`config.mk`:
```
export PLATFORM = sky130hd
export DESIGN_NAME = mem_arbiter_fsm
export DESIGN_NICKNAME = d
export VERILOG_FILES = /design/src/rtl/mem_arbiter_fsm.sv
export SDC_FILE = /design/constraint.sdc
export NUM_CORES = 1
export LEC_CHECK = 0
export CORE_MARGIN = 2
export CORE_UTILIZATION = 44
export DETAILED_ROUTE_END_ITERATION = 6
export GPL_ROUTABILITY_DRIVEN = 0
export GPL_TIMING_DRIVEN = 0
export PLACE_DENSITY = 0.88
export SLEW_MARGIN = 20
export SYNTH_ARGS = -nofsm -noshare
export SYNTH_HDL_FRONTEND = slang
export SYNTH_SLANG_ARGS = --single-unit
```
`constraint.sdc`:
```
create_clock -name clk -period 5.6 [get_ports clk]
set_input_delay 1.68 -clock clk [delete_from_list [all_inputs] [get_ports clk]]
set_output_delay 1.68 -clock clk [all_outputs]
set_load 0.01 [all_outputs]
```
`src/rtl/mem_arbiter_fsm.sv`:
```
// Shared main-memory arbiter between the I-cache and D-cache miss paths: pipelined block fills and write-through single-word writes.
// Optional macro ARB_RR_EN selects round-robin priority; without it, D requests always win over I requests.
module mem_arbiter_fsm #(
    parameter int ADDR_W    = 16,
    parameter int DATA_W    = 16,
    parameter int MEM_LAT   = 4,
    parameter int BLK_WORDS = 8
) (
    input  logic                         clk,
    input  logic                         rst_n,
    input  logic                         i_req,
    input  logic [ADDR_W-1:0]            i_addr,
    input  logic                         d_req,
    input  logic                         d_wr,
    input  logic [ADDR_W-1:0]            d_addr,
    input  logic [DATA_W-1:0]            d_wdata,
    output logic                         mem_en,
    output logic                         mem_wr,
    output logic [ADDR_W-1:0]            mem_addr,
    output logic [DATA_W-1:0]            mem_wdata,
    input  logic [DATA_W-1:0]            mem_rdata,
    input  logic                         mem_valid,
    output logic                         fill_we_i,
    output logic                         fill_we_d,
    output logic [$clog2(BLK_WORDS)-1:0] fill_idx,
    output logic [DATA_W-1:0]            fill_data,
    output logic                         i_done,
    output logic                         d_done,
    output logic                         busy
);

    localparam int                IDX_W    = $clog2(BLK_WORDS);
    localparam logic [IDX_W-1:0]  LAST_IDX = IDX_W'(BLK_WORDS - 1);
    localparam logic [ADDR_W-1:0] OFF_MASK = ADDR_W'(2 * BLK_WORDS - 1);

    // Completion is only recognised in DRAIN, so at least one cycle of read latency is required.
    if (MEM_LAT < 1) begin : g_lat_check
        $error("mem_arbiter_fsm: MEM_LAT must be at least 1");
    end

    typedef enum logic [1:0] {
        S_IDLE,
        S_ISSUE,
        S_DRAIN,
        S_WRITE
    } state_t;

    typedef enum logic {
        OWN_I = 1'b0,
        OWN_D = 1'b1
    } owner_t;

    state_t              state_q, state_d;
    owner_t              owner_q;
    logic [ADDR_W-1:0]   addr_q;
    logic [DATA_W-1:0]   wdata_q;
    logic [IDX_W-1:0]    issue_cnt;
    logic [IDX_W-1:0]    ret_cnt;
    logic                wr_done_q;

    logic                pick_d;
    logic                grant;
    logic                fill_hit;
    logic                last_ret;

`ifdef ARB_RR_EN
    owner_t              last_owner_q;

    // Under contention the requester that was not served last wins.
    assign pick_d = d_req & (~i_req | (last_owner_q == OWN_I));

    always_ff @(posedge clk or negedge rst_n) begin
        if (!rst_n) begin
            last_owner_q <= OWN_I;
        end else if (grant) begin
            last_owner_q <= pick_d ? OWN_D : OWN_I;
        end
    end
`else
    assign pick_d = d_req;
`endif

    // The cycle after a write is reserved for its d_done pulse, so no grant is made then.
    assign grant    = (state_q == S_IDLE) & ~wr_done_q & (i_req | d_req);
    assign fill_hit = mem_valid & ((state_q == S_ISSUE) | (state_q == S_DRAIN));
    assign last_ret = fill_hit & (state_q == S_DRAIN) & (ret_cnt == LAST_IDX);

    // NOTE: sequential state uses non-blocking assignments so every register samples pre-edge values.
    always_ff @(posedge clk or negedge rst_n) begin
        if (!rst_n) begin
            state_q <= S_IDLE;
        end else begin
            state_q <= state_d;
        end
    end

    // NOTE: every signal gets a default before the case so no latch is inferred.
    always_comb begin
        state_d = state_q;
        unique case (state_q)
            S_IDLE: begin
                if (grant) begin
                    state_d = (pick_d & d_wr) ? S_WRITE : S_ISSUE;
                end
            end
            S_ISSUE: begin
                if (issue_cnt == LAST_IDX) begin
                    state_d = S_DRAIN;
                end
            end
            S_DRAIN: begin
                if (last_ret) begin
                    state_d = S_IDLE;
                end
            end
            S_WRITE: begin
                state_d = S_IDLE;
            end
            default: begin
                state_d = S_IDLE;
            end
        endcase
    end

    always_ff @(posedge clk or negedge rst_n) begin
        if (!rst_n) begin
            owner_q   <= OWN_I;
            addr_q    <= '0;
            wdata_q   <= '0;
            issue_cnt <= '0;
            ret_cnt   <= '0;
            wr_done_q <= 1'b0;
        end else begin
            wr_done_q <= (state_q == S_WRITE);
            if (grant) begin
                owner_q   <= pick_d ? OWN_D : OWN_I;
                // Writes keep the exact word address; fills start at the block boundary.
                addr_q    <= (pick_d & d_wr) ? d_addr
                           : ((pick_d ? d_addr : i_addr) & ~OFF_MASK);
                wdata_q   <= d_wdata;
                issue_cnt <= '0;
                ret_cnt   <= '0;
            end else begin
                if ((state_q == S_ISSUE) && (issue_cnt != LAST_IDX)) begin
                    issue_cnt <= issue_cnt + 1'b1;
                end
                if (fill_hit && (ret_cnt != LAST_IDX)) begin
                    ret_cnt <= ret_cnt + 1'b1;
                end
            end
        end
    end

    always_comb begin
        mem_en    = 1'b0;
        mem_wr    = 1'b0;
        mem_addr  = '0;
        mem_wdata = '0;
        fill_we_i = 1'b0;
        fill_we_d = 1'b0;
        fill_idx  = '0;
        fill_data = '0;
        i_done    = 1'b0;
        d_done    = wr_done_q;
        busy      = (state_q != S_IDLE);

        if (state_q == S_ISSUE) begin
            mem_en   = 1'b1;
            mem_addr = addr_q + ADDR_W'({issue_cnt, 1'b0});
        end

        if (state_q == S_WRITE) begin
            mem_en    = 1'b1;
            mem_wr    = 1'b1;
            mem_addr  = addr_q;
            mem_wdata = wdata_q;
        end

        if (fill_hit) begin
            fill_we_i = (owner_q == OWN_I);
            fill_we_d = (owner_q == OWN_D);
            fill_idx  = ret_cnt;
            fill_data = mem_rdata;
        end

        if (last_ret) begin
            i_done = (owner_q == OWN_I);
            d_done = (owner_q == OWN_D);
        end
    end

endmodule

```
# ---- Word-level counts from Yosys, hierarchy flattened
# Index checks and enable logic that the tools add are counted.
dict set report totals {
  out_inout_bits 58
  reg_bits 42
  input_bits 70
  elab_cells 61
}
dict set report classes {
  muxes 24
  eq_ne 10
  add_sub_neg 3
  n_bitwise 10
  n_reduce_logical 7
}
# op count
set op_table {}
lappend op_table {{$mux W16} 6}
lappend op_table {{$add A16 B4 Y16} 1}
lappend op_table {{$mux W3} 5}
lappend op_table {{$mux W1} 8}
lappend op_table {{$mux W2} 4}
lappend op_table {{$pmux W2 S4} 1}
lappend op_table {{$add A3 B1 Y3 const B} 2}
lappend op_table {{$and A1 B1 Y1} 6}
lappend op_table {{$eq A3 B3 Y1 const B} 2}
lappend op_table {{$ne A2 B2 Y1 const B} 3}
lappend op_table {{$ne A3 B3 Y1 const B} 2}
lappend op_table {{$reduce_bool A2 Y1} 3}
lappend op_table {{$eq A2 B2 Y1 const B} 2}
lappend op_table {{$reduce_and A3 Y1} 1}
lappend op_table {{$eq A2 B1 Y1 const B} 1}
lappend op_table {{$logic_and A1 B1 Y1} 2}
lappend op_table {{$logic_not A2 Y1} 1}
lappend op_table {{$not A1 Y1} 2}
lappend op_table {{$or A1 B1 Y1} 2}

# ---- Depth between registers and ports, before layout
dict set report depth {
  depth_word 7
  mapped_depth 8
  mapped_depth_nobuf 7
}

# ---- Worst setup path after synthesis
# OpenSTA, ideal clock, no wires.
dict set report synth_timing {
  path_kind {input to output}
  from {in mem_valid}
  to {out d_done}
  t_arrival_ps 2122
  cell_stages 2
  t_required_ps 3920
  n_path_buf 0
  slack_ps 1798
  path_cell_list {nand3_1 -> mux2_2}
}
dict set report synth_via {
  elab_chain_cells 4
}
# element line
set synth_rtl {}
lappend synth_rtl {{start: declaration} 22} ;# input logic mem_valid,
lappend synth_rtl {{$and A1 B1 Y1} 85} ;# assign fill_hit = mem_valid & ((state_q == S_ISSUE) | (state_q == S_DRAIN));
lappend synth_rtl {{$and A1 B1 Y1 (2 in series)} 86} ;# assign last_ret = fill_hit & (state_q == S_DRAIN) & (ret_cnt == LAST_IDX);
lappend synth_rtl {{$mux W1} 186} ;# if (last_ret) begin
lappend synth_rtl {{end: declaration} 28} ;# output logic d_done,
# Every way passes these cells.

# ---- Worst setup path in the final report
dict set report layout_timing {
  from {in mem_valid}
  to {out fill_data[9]}
}
dict set report layout_via {
  elab_chain_cells 2
}
# element line
set layout_rtl {}
lappend layout_rtl {{$and A1 B1 Y1} 85}
lappend layout_rtl {{$mux W16} 179} ;# if (fill_hit) begin
lappend layout_rtl {{end: declaration} 26} ;# output logic [DATA_W-1:0] fill_data,
# Every way passes these cells.

==> metrics.cfg <==
[cts]
cts_root_buf=clkbuf_8
cts_hold_buffers=0
post_cts_buffers=0
cts_inserted_buffers=5
path_clk_slew_ns=0.08
ctsResizeCount=0
clk_path_buf_depth=2
cts.sinks=42
clk_latency_ns=0.30
cts_htree_levels=2
cts_tree=yes

[run_status]
outcome=completed

[cells_and_area]
area_growth_pct=55.70
final_nets=523
diodes=0
num-fill-cells=448
drive_gt1_share_pct=4.989
post-route-util_pct=71.91
fin_area_um2=4033

[job]
maxCapViolations=0

[setup_path]
arrival_ns=3.32
endpoint=fill_data[9]
r2r_setup_slack_ns=3.60
required_ns=3.92
r2r-end=state_q[0]
end_kind=output pin
cp-start-kind=input port
path_class=input port to output pin
critPathMaxFanout=10
cp-startpoint=mem_valid
r2r_cells=6
timing.rr.start=state_q[1]

[placed_design]
place_area_um2=3924
portBuffers=122
dp_hpwl_mm=5.832

[timing]
final_max_slew_viol_count=0
tightest_slew_ns=0.5896
rsz0062_at_grt=no
holdWs_ns=0.4737
fmax_mhz=200.1
min_period_ns=4.998
fin_tns_setup_ns=0
setup_viol=0
timing.final.crit_share_pct=89.26
relSlewSlack_pct=60.70
finClkSkew_ns=0.001628
hold_viol_final=0

[die]
die_w_um=80.72
die_h_um=80.72
ios=128
row_count=27
core-area_um2=5608
die_area_um2=6516
initial_core_util_pct=46.18

[yosys]
netlist.area_leader.share_pct=40.58
syn_avg_cell_area_um2=8.355
ys_async_sr_fraction_pct=100.0
synth.cell_area_um2=2590
synth_flop_cell=dfrtp_1
synth_top_area_cell=dfrtp_1
synthTopCellsByArea=dfrtp_1 (41%), nand2_1 (11%), ha_1 (5.8%), mux2i_1 (5.4%), and3_1 (4.8%)
synth-edff-count=0
yosysMostFrequentCell=nand2_1
ys_seq_area_share_pct=40.58
synth.distinct_cells=37
synthTopCellsByCount=nand2_1 (79), dfrtp_1 (42), o21ai_0 (25)
synthCells=310
ys_warn_count=0
synth_nets=393
synth_seq_cells=42

[routing]
viasPerCell=5.212
vias=2674
initialDrtViolationCount=160
final_antenna_net_count=0
routed_wl_mm=7.696
wl_per_cell_um=15.00
dr.pass1.iters=4
drc_errors=0

[grt]
grt_max_degree=25
grt_pass1_vias=2538
grt_overflow_total=0
grt_pass1_wl_mm=12.18
grtUsageTotal_pct=24.35
antenna_found_initial=0

[power]
p_total_mw=1.788
power_density_nw_per_um2=443.5
p_leak_nw=1.819
max-vdd-ir-drop_uv=246.8

[worst_hold_path]
hold_class=register to register

[cell type report]
| type | count | area, um2 | area share (%) |
|---|---|---|---|
| plain buffers | 18 | 76.32 | 1.893 |
| clock buffers | 5 | 68.82 | 1.706 |
| clock inverters | 3 | 40.04 | 0.9929 |
| inverters | 7 | 26.28 | 0.6516 |
| multi-input cells | 243 | 1436 | 35.62 |
| flip-flops and latches | 42 | 1051 | 26.06 |
| well taps | 72 | 90.09 | 2.234 |
| repair buffers | 123 | 1244 | 30.84 |
[sequential cells by signal (all words and copies together), names as in the netlist]
name,flops
addr_q,16
wr_done_q,1
state_q,2
issue_cnt,3
ret_cnt,3
owner_q,1
wdata_q,16
[power breakdown]
part	internal, mW	total [mW]	leakage, nW	switching (mW)
logic	0.471	0.985	1.23	0.514
clock network	0.131	0.242	0.0579	0.111
registers	0.443	0.561	0.529	0.119
[placed cells by master (no fill, tap or decap), drive strengths merged, types with 2 or more instances in the layout]
master,count
and3,20
nor2b,4
mux2,2
buf,7
xor2,4
clkdlybuf4s50,121
ha,12
o31ai,3
nand2,80
or4,2
nand4,3
or3,4
mux2i,14
clkinv,2
a211oi,2
clkbuf,18
xnor2,5
dfrtp,42
o21ai,25
o2111ai,2
nand3,7
inv,7
nor2,17
and2,18
a21oi,10
[metal layers]
| layer | vias up | global-route usage (%) | part of all wire, % |
|---|---|---|---|
| li1 | 1301 | - | - |
| met2 | 109 | 40.83 | 50 |
| met3 | 12 | 5.506 | 7.3 |
| met1 | 1252 | 31.83 | 42 |
| met4 | 0 | 6.441 | 1.2 |
| met5 | - | 0 | 0 |
[worst min-delay path by stage]
stage                     start          end  slack, ns  cells past startpoint
finish              wdata_q[13]  wdata_q[13]       0.47                      2
global route        wdata_q[14]  wdata_q[14]       0.50                      2
CTS                 wdata_q[13]  wdata_q[13]       0.48                      2
detailed placement  wdata_q[13]  wdata_q[13]       0.45                      2
global placement    wdata_q[10]  wdata_q[10]       0.45                      2
floorplan            wdata_q[0]   wdata_q[0]       0.44                      2
[through the flow]
stage                     worst slack, ns  std cells
after CTS                          0.6159        513
after global placement             0.6889        504
final                              0.6017        513
after detailed placement           0.6356        505
after floorplan                     1.798        310
after global routing               0.5364        513
[cell families after synthesis]
kind of cell	count (synthesis)	synth area share (%)
compound gates	46	10.10
fa+ha+maj	13	6.570
mux	16	6.280
xor+xnor	9	3.043
buf+inv	25	3.962
flops	42	40.58
simple gates	159	29.47
[worst max-delay path: stages]
cell and delay (ns):
clkdlybuf4s50_1 0.54, clkbuf_1 0.31, and3_1 0.23, clkdlybuf4s50_1 0.56
No activity file was read; power rests on OpenSTA's default activity.
